**config.mk**
```make
export PLATFORM = sky130hd
export DESIGN_NAME = key_debounce
export DESIGN_NICKNAME = d
export VERILOG_FILES = /design/src/rtl/key_debounce.sv
export SDC_FILE = /design/constraint.sdc
export NUM_CORES = 1
export LEC_CHECK = 0
export BUFFER_PORTS_ARGS = -buffer_cell sky130_fd_sc_hd__buf_2
export CAP_MARGIN = 20
export CORE_MARGIN = 2
export CORE_UTILIZATION = 45
export DETAILED_ROUTE_END_ITERATION = 10
export PLACE_DENSITY_LB_ADDON = 0.12
export SLEW_MARGIN = 20
export SYNTH_ARGS = -nofsm -noshare
export SYNTH_HDL_FRONTEND = slang
export SYNTH_SLANG_ARGS = --single-unit
```
**constraint.sdc**
```tcl
create_clock -name clk -period 3.78 [get_ports clk]
set_input_delay 0.567 -clock clk [delete_from_list [all_inputs] [get_ports clk]]
set_output_delay 0.567 -clock clk [all_outputs]
set_load 0.03 [all_outputs]
```
**src/rtl/key_debounce.sv**
```systemverilog
// Debounces the note switches and octave/hit buttons of a keyboard front panel:
// two-flop synchronizers, per-input stable/counter pairs, and registered outputs.
module key_debounce #(
   parameter int NOTE_KEY_BITS   = 7,
   parameter int DEBOUNCE_CYCLES = 200000,
   parameter int CNT_BITS        = 18
) (
   input  logic                     clk,
   input  logic                     rst_n,
   input  logic                     en,
   input  logic [NOTE_KEY_BITS-1:0] raw_note_key,
   input  logic                     raw_oct_up,
   input  logic                     raw_oct_down,
   input  logic                     raw_hit,
   output logic [NOTE_KEY_BITS-1:0] note_key,
   output logic                     oct_up,
   output logic                     oct_down,
   output logic                     en_hit,
   output logic                     key_valid
);

   localparam int CH = NOTE_KEY_BITS + 3;
   localparam int UP_IDX = NOTE_KEY_BITS;
   localparam int DN_IDX = NOTE_KEY_BITS + 1;
   localparam int HIT_IDX = NOTE_KEY_BITS + 2;
   localparam logic [CNT_BITS-1:0] CNT_LAST = CNT_BITS'(DEBOUNCE_CYCLES - 1);
   localparam logic [CNT_BITS-1:0] CNT_ONE  = {{(CNT_BITS-1){1'b0}}, 1'b1};
   localparam logic [CNT_BITS-1:0] CNT_ZERO = {CNT_BITS{1'b0}};

   logic [CH-1:0]            raw_s;
   logic [CH-1:0]            sync1_r;
   logic [CH-1:0]            sync2_r;
   logic [CH-1:0]            stable_r;
   logic [CH-1:0]            stable_nxt_s;
   logic [CNT_BITS-1:0]      cnt_r     [CH];
   logic [CNT_BITS-1:0]      cnt_nxt_s [CH];
   logic [1:0]               oct_d_r;
   logic                     up_rise_s;
   logic                     dn_rise_s;
   logic [NOTE_KEY_BITS-1:0] note_nxt_s;
   logic                     valid_nxt_s;
   logic                     up_nxt_s;
   logic                     dn_nxt_s;
   logic                     hit_nxt_s;
   logic [NOTE_KEY_BITS-1:0] note_key_r;
   logic                     key_valid_r;
   logic                     oct_up_r;
   logic                     oct_down_r;
   logic                     en_hit_r;

   // Isolates the lowest set bit; lower note index has priority.
   function automatic logic [NOTE_KEY_BITS-1:0] lowest_set(input logic [NOTE_KEY_BITS-1:0] v);
      return v & (~v + {{(NOTE_KEY_BITS-1){1'b0}}, 1'b1});
   endfunction

   assign raw_s = {raw_hit, raw_oct_down, raw_oct_up, raw_note_key};

   // Two-flop synchronizer for every raw input.
   always_ff @(posedge clk or negedge rst_n) begin
      if (!rst_n) begin
         sync1_r <= {CH{1'b0}};
         sync2_r <= {CH{1'b0}};
      end else begin
         sync1_r <= raw_s;
         sync2_r <= sync1_r;
      end
   end

   // Per-input debounce: count consecutive differing cycles, accept at the last count.
   always_comb begin
      for (int i = 0; i < CH; i++) begin
         stable_nxt_s[i] = stable_r[i];
         cnt_nxt_s[i]    = CNT_ZERO;
         if (sync2_r[i] != stable_r[i]) begin
            if (cnt_r[i] == CNT_LAST) begin
               stable_nxt_s[i] = sync2_r[i];
            end else begin
               cnt_nxt_s[i] = cnt_r[i] + CNT_ONE;
            end
         end else begin
            cnt_nxt_s[i] = CNT_ZERO;
         end
      end
   end

   // Stable levels, counters and octave edge-detect history.
   always_ff @(posedge clk or negedge rst_n) begin
      if (!rst_n) begin
         stable_r <= {CH{1'b0}};
         oct_d_r  <= 2'b00;
         for (int i = 0; i < CH; i++) begin
            cnt_r[i] <= CNT_ZERO;
         end
      end else begin
         stable_r <= stable_nxt_s;
         oct_d_r  <= {stable_r[DN_IDX], stable_r[UP_IDX]};
         for (int i = 0; i < CH; i++) begin
            cnt_r[i] <= cnt_nxt_s[i];
         end
      end
   end

   assign up_rise_s = stable_r[UP_IDX] & ~oct_d_r[0];
   assign dn_rise_s = stable_r[DN_IDX] & ~oct_d_r[1];

   // Output next-state; simultaneous octave presses cancel each other.
   always_comb begin
      note_nxt_s  = {NOTE_KEY_BITS{1'b0}};
      valid_nxt_s = 1'b0;
      up_nxt_s    = 1'b0;
      dn_nxt_s    = 1'b0;
      hit_nxt_s   = 1'b0;
      if (en) begin
         note_nxt_s  = lowest_set(stable_r[NOTE_KEY_BITS-1:0]);
         valid_nxt_s = |stable_r[NOTE_KEY_BITS-1:0];
         up_nxt_s    = up_rise_s & ~dn_rise_s;
         dn_nxt_s    = dn_rise_s & ~up_rise_s;
         hit_nxt_s   = stable_r[HIT_IDX];
      end else begin
         note_nxt_s  = {NOTE_KEY_BITS{1'b0}};
         valid_nxt_s = 1'b0;
      end
   end

   // Output registers.
   always_ff @(posedge clk or negedge rst_n) begin
      if (!rst_n) begin
         note_key_r  <= {NOTE_KEY_BITS{1'b0}};
         key_valid_r <= 1'b0;
         oct_up_r    <= 1'b0;
         oct_down_r  <= 1'b0;
         en_hit_r    <= 1'b0;
      end else begin
         note_key_r  <= note_nxt_s;
         key_valid_r <= valid_nxt_s;
         oct_up_r    <= up_nxt_s;
         oct_down_r  <= dn_nxt_s;
         en_hit_r    <= hit_nxt_s;
      end
   end

   assign note_key  = note_key_r;
   assign key_valid = key_valid_r;
   assign oct_up    = oct_up_r;
   assign oct_down  = oct_down_r;
   assign en_hit    = en_hit_r;

endmodule

```
==> results.md, run 1 <==
* Pin slew with the least headroom to its limit at 0.8951 ns
* Max Freq at between 400 and 500 MHz
* Setup Crit Path Kind: reg2reg
* Port Buf Inserts at 23
* Setup TNS Final at 0 ns
* DP HPWL at roughly 12,000 um
* Async set-reset flop share out of synthesis at 100.0%
* P_leak at ~4.8 nW
* CTS Buf Count at 26
* First-pass GRT wire length at between 30,000 and 40,000 um
* Worst rel slew slack at a little under 40%
* Syn Inst Count at 1,005
* Commonest non-fill, non-tap cell in the layout: dfrtp_1
* Pin count of the biggest net entering global routing at ~100
* Clock tree from TritonCTS: built
* Chip Width at 155.8 um
* Post-CTS Setup Inserts at 0
* Reg clk slew, reported paths at 0.06 ns
* Mean Syn Cell Area at 10.31 um^2
* Vias in the first global route at 7,008
* Synth Flop Type: dfrtp_1
* Die ar. at around 0.024 mm^2
* Status: completed
* Final net count at 1,067
* Worst VDD drop at 0.3671 mV
* Vias/cell at 5.344
* R2R depth at 5
* Initial DRC count at 361
* Synth Cell Area at ~0.010 mm^2
* Crit path launch type: flip-flop
* DR top layer: met4
* Max FO, Critical Path at 16
* RSZ-0062 raised after global routing: false
* GRT Overall Usage at between 10% and 20%
* Syn_nets at 1,028
* Height of the die at 155.8 um
* Root buffer cell: clkbuf_16
* Max-slew violations at 0
* Clk buf depth at 3
* Seq/Total Area, Yosys at 53.85%
* Yosys reg bits at 223
* Crit path cell chain: ha_1, nand4_1, or4_4, o21ai_4, nor2_1
* Layout filler cell count at approximately 2.1k
* Core Area at about 0.023 mm^2
* Crit. End Element: flip-flop
* Fin. Hold Viols at 0
* Critical path arrival at around 2.6 ns
* Synth Warn # at 0
* Initial antenna violation count at 0
* Synth unique cells at 48
* Clock Sinks at between 200 and 250
* Area Growth Syn to Fin at 12.86%
* PD cells at 434.5 mW/mm^2
* M1 WL at 9975 um
* Post-route cell area at 0.01170 mm^2
* Largest stage delay, worst path at 0.63 ns
* Worst r2r dst: cnt_r[100]$_DFF_PN0_
* RD Place Congestion at a little under 0.8
* Starting density of the core at approximately 46%
* Placed cell areas at 0.01083 mm^2
* Final setup violation count at 0
* R2r setup slk at 1.57 ns
* Top cells by area, synth: dfrtp_1, xnor2_1, nor2_1, xor2_1, nand4_1
* Total Power at 0.005082 W
* H-tree levels at 1
* N_diodes at 0
* I/O pins at 24
* Worst reg2reg path startpoint: cnt_r[90]$_DFF_PN0_
* Critical path endpoint: cnt_r[100]$_DFF_PN0_
* Grt total ovfl at 0
* Via count at around 7.2k
* Crit path max-delay cell type: or4_4
* FP Rows at 55
* Fin crit share at 58.54%
* Share of cells above drive strength 1 at 9.690%
* DRC violations left at 0
* Worst endpoint required time at 4.17 ns
* Commonest non-fill, non-tap cells in the layout: dfrtp_1, nor2_1, xnor2_1, nand3_1, nand4_1
* Clock latency on the worst-skew pair at 0.52 ns
* Share of Yosys cell area claimed by the top area cell type at 53.85%
* Hold-fix buffers, CTS at 0
* Cell taking the most area after synthesis: dfrtp_1
* Layout Skew at 0.01315 ns
* Routed Antenna Nets at 0
* Metal3 WL at 469 um
* Final min period at 2.213 ns
* Max cap viols at 0
* Post-synth EDFFs at 0
* Drt pass-1 iters at 4
* Crit path from: cnt_r[90]$_DFF_PN0_
* Met2 routed WL at 8138 um
* Resized Gates After CTS at 0
* DR WL/cell at ~14 um
* Type of the worst min-delay path: in2async
* Routed WL at 19,030 um
[cell type report]
type | count | area (um^2) | area share, %
Sequential cell | 223 | 5580 | 47.71
Clock inverter | 6 | 55.05 | 0.4707
Timing Repair Buffer | 30 | 202.7 | 1.733
Clock buffer | 41 | 808.3 | 6.911
Tap cell | 285 | 356.6 | 3.049
Multi-Input combinational cell | 738 | 4599 | 39.32
Inverter | 25 | 93.84 | 0.8023
[critical path, delay by kind of cell, from the launching register on]
kind / cells / cell delay, ns
fa+ha+maj: 1 / 0.24
compound gates: 1 / 0.40
simple gates: 3 / 0.99
flops: 1 / 0.44
[synthesized netlist by cell type (2+ instances only)]
cell and n:
a21oi_1 17, a31o_2 2, and2_1 9, and3_1 10, and4_1 8, and4b_1 2
buf_2 3, buf_4 2, buf_6 2, clkbuf_1 11, dfrtp_1 223, ha_1 10
inv_1 25, mux2_2 10, nand2_1 42, nand3_1 69, nand4_1 60, nand4_2 4
nor2_1 187, nor3_1 26, nor3b_1 2, nor4_1 48, nor4b_1 6, nor4bb_1 5
o21ai_0 13, o21ai_1 2, o31ai_1 4, o31ai_2 3, or2_2 4, or3_1 14
or4_1 10, or4_4 4, or4b_1 3, xnor2_1 101, xor2_1 51
[sequential cells by signal (all words and copies together), names as in the netlist]
register,flops
key_valid,1
oct_up,1
sync2_r,10
en_hit,1
sync1_r,10
stable_r,10
oct_d_r,2
cnt_r,180
oct_down,1
note_key,7
[report_power, final]
part	internal (W)	switching, W	total [W]
logic	0.0000455	0.000109	0.000154
registers	0.00243	0.0000362	0.00246
clock network	0.00152	0.000943	0.00247
total	0.00399	0.00109	0.00508
[per-layer routing]
| layer | vias up | track usage [%] |
|---|---|---|
| met2 | 74 | 24.46 |
| met4 | 0 | 4.675 |
| li1 | 3629 | - |
| met5 | - | 0 |
| met1 | 3472 | 24.89 |
| met3 | 29 | 2.667 |
[per-stage QoR]
stage               hold slack (ns)  setup WS (ns)  std cells  util (%)
floorplan                    0.2714          1.739       1005         -
global placement             0.3335          1.512       1301     47.81
CTS                          0.1089          1.538       1348     51.66
global route                 0.1295          1.365       1348     51.66
detailed placement           0.3355          1.537       1301     47.85
finish                      0.06491          1.567       1348     51.66
[worst min-delay path by stage]
stage                               startpoint                   end  slack (ns)  cells after the start
after floorplan                          rst_n    cnt_r[0]$_DFF_PN0_        0.27                      0
after global placement    sync1_r[8]$_DFF_PN0_  sync2_r[8]$_DFF_PN0_        0.33                      0
after detailed placement  sync1_r[4]$_DFF_PN0_  sync2_r[4]$_DFF_PN0_        0.34                      0
after CTS                                rst_n   cnt_r[64]$_DFF_PN0_        0.11                      1
after global routing           raw_note_key[0]  sync1_r[0]$_DFF_PN0_        0.13                      1
final                                    rst_n   cnt_r[64]$_DFF_PN0_        0.06                      1
[cell families after synthesis]
family,after synthesis,synth area share [%]
fa+ha+maj,10,1.207
mux,11,1.183
simple gates,519,26.08
buf+inv,44,1.859
xor+xnor,152,12.85
flops,223,53.85
compound gates,46,2.982
(Power assumes the default switching activity.)
==> run 2, diff against run 1 <==
==> constraint.sdc (replaced) <==
create_clock -name clk -period 2.25 [get_ports clk]
set_input_delay 0.3375 -clock clk [delete_from_list [all_inputs] [get_ports clk]]
set_output_delay 0.3375 -clock clk [all_outputs]
set_load 0.03 [all_outputs]
==> run 2 against run 1 <==
Clock skew shrank 0.0034 ns. Routed wire length increased by 0.89%. Highest routed layer unchanged. Maximum frequency rose by 5.5%. Sequential cell count did not move. Critical path type unchanged. Count of clock-buffer cells in the layout decreased by 7. Non-clock buffer count rose by 30. Clock power rose by 56%. First-iteration DRC count is 0.83% higher.
==> results.md, run 2 (synthesis gave the netlist of run 1 again) <==
* Crit path launch type: flip-flop
* RD Place Congestion at slightly below 0.8
* Max-slew violations at 0
* Initial DRC count at 364
* Worst rel slew slack at around 65%
* Sw frac at 21.79%
* Drt pass-1 iters at 4
* Pin count of the biggest net entering global routing at 63
* N_diodes at 0
* Largest Register: cnt_r
* Clock network fraction of design power at between 40% and 50%
* Switching power at 0.001804 W
* Util after Layout at 52.41%
* Final net count at 1,096
* Clock latency on the worst-skew pair at 0.51 ns
* Vias/cell at approximately 5.3
* First-pass GRT wire length at 34,290 um
* Layout filler cell count at 2,104
* DP HPWL at 12,840 um
* Layout Skew at 0.009768 ns
* Pin slew with the least headroom to its limit at 0.5302 ns
* Critical path arrival at 2.49 ns
* Routed Antenna Nets at 0
* Fin. Hold Viols at 0
* Initial antenna violation count at 0
* Max FO, Critical Path at 4
* Clock tree from TritonCTS: built
* GRT Overall Usage at between 10% and 20%
* Clock Sinks at 223
* Post-CTS Setup Inserts at 0
* Reg clk slew, reported paths at 0.06 ns
* RSZ-0062 raised after global routing: false
* Commonest non-fill, non-tap cells in the layout: dfrtp_1, nor2_1, xnor2_1, nand3_1, nand4_1
* Commonest non-fill, non-tap cell in the layout: dfrtp_1
* P_leak at 4.860 nW
* Hold_ws at 0.1837 ns
* Starting density of the core at 45.78%
* Final min period at 2.097 ns
* Crit path cell chain: or4b_1, or4_4, nor2_1, mux2_2
* Internal power at approximately 0.0065 W
* CTS Buf Count at 25
* WHS Path Cells at 3
* DR WL/cell at 13.98 um
* Setup TNS Final at 0 ns
* Crit path max-delay cell type: or4b_1
* R2R depth at 4
* Via count at 7,291
* Fin crit share at between 90 and 100%
* I/O pins at 24
* R2r setup slk at between 0.15 and 0.2 ns
* Routed WL at about 19,000 um
* Vias in the first global route at 7,155
* Port Buf Inserts at 23
* Area Growth Syn to Fin at 14.50%
* Type of the worst min-delay path: in2reg
* FP Rows at 55
* WHS Endpoint: note_key[1]$_DFF_PN0_
* PD cells at 697.8 mW/mm^2
* Max Freq at 476.8 MHz
* DRC violations left at 0
* Combinational power share at 3.5%
* Crit. End Element: flip-flop
* Core Area at 0.02264 mm^2
* Chip Width at about 160 um
* Register area at 0.005580 mm^2
* Crit-path leading delay family: simple AND/OR/NAND/NOR gates
* Setup Crit Path Kind: reg2reg
* Largest stage delay, worst path at 0.52 ns
* Worst endpoint required time at 2.64 ns
* Height of the die at 155.8 um
* Die ar. at roughly 0.024 mm^2
* Multi-input logic area at 0.004591 mm^2
* Grt total ovfl at 0
* Max FFs per register at 180
* Root buffer cell: clkbuf_16
* Clk buf depth at 3
* Worst r2r dst: stable_r[4]$_DFFE_PN0P_
* Total Power at 0.008280 W
* Worst VDD drop at 0.5726 mV
* CP bufs+invs at 0
* Worst reg2reg path startpoint: cnt_r[105]$_DFF_PN0_
* Sequential share of power at roughly half
* Share of cells above drive strength 1 at 10.94%
* Max cap viols at 0
* H-tree levels at 1
* HP Start: en
* Status: completed
* Final setup violation count at 0
-- run 2: metrics by stage --
stage	cells	area, um^2	setup WS [ns]
after CTS	1373	11870	0.1258
after global routing	1373	11870	0.01435
after floorplan	1005	10360	0.2086
after global placement	1320	10980	0.1789
after detailed placement	1320	10980	0.1371
final	1373	11870	0.1527
-- run 2: metal layers --
metal,up-vias,global-route usage [%],share of wire [%]
met4,0,3.844,2.2
met2,85,25.75,43
met3,30,2.694,3.4
met5,-,0,0
li1,3679,-,-
met1,3497,24.96,51
-- run 2: worst register-to-register path, cell delays in order, from the launching register on --
cell     delay, ns
dfrtp_1       0.40
or4b_1        0.52
or4_4         0.52
nor2_1        0.19
mux2_2        0.35
-- run 2: cell type report --
cell class                 count  area share [%]
clock buffer                  34           5.978
timing repair buffer          60           3.943
clock inverter                 8          0.5694
tap                          285           3.005
multi-input combinational    738           38.69
sequential                   223           47.03
inverter                      25          0.7908
-- run 2: how the worst max path moves through the flow --
stage                                     from                       to  cells past startpoint
after floorplan            cnt_r[90]$_DFF_PN0_  stable_r[4]$_DFFE_PN0P_                      5
after global placement    cnt_r[105]$_DFF_PN0_     cnt_r[103]$_DFF_PN0_                      4
after detailed placement  cnt_r[105]$_DFF_PN0_      cnt_r[97]$_DFF_PN0_                      4
after CTS                 cnt_r[105]$_DFF_PN0_      cnt_r[97]$_DFF_PN0_                      4
after global routing      cnt_r[104]$_DFF_PN0_      cnt_r[97]$_DFF_PN0_                      4
final                     cnt_r[105]$_DFF_PN0_  stable_r[4]$_DFFE_PN0P_                      4
-- run 2: power by group through the flow --
stage	Clock (W)	Sequential [W]	Combinational [W]
2_1_floorplan	0	0.00419	0.000136
3_3_place_gp	0	0.00420	0.000287
3_5_place_dp	0	0.00421	0.000289
4_1_cts	0.00401	0.00413	0.000305
5_1_grt	0.00416	0.00414	0.000346
6_report	0.00386	0.00413	0.000291
-- run 2: what timing repair did --
item | 4_1_cts | 5_1_grt
endpoints found under the hold margin | 66 | 0
hold buffers | 11 | 0
resized for setup | 0 | 0
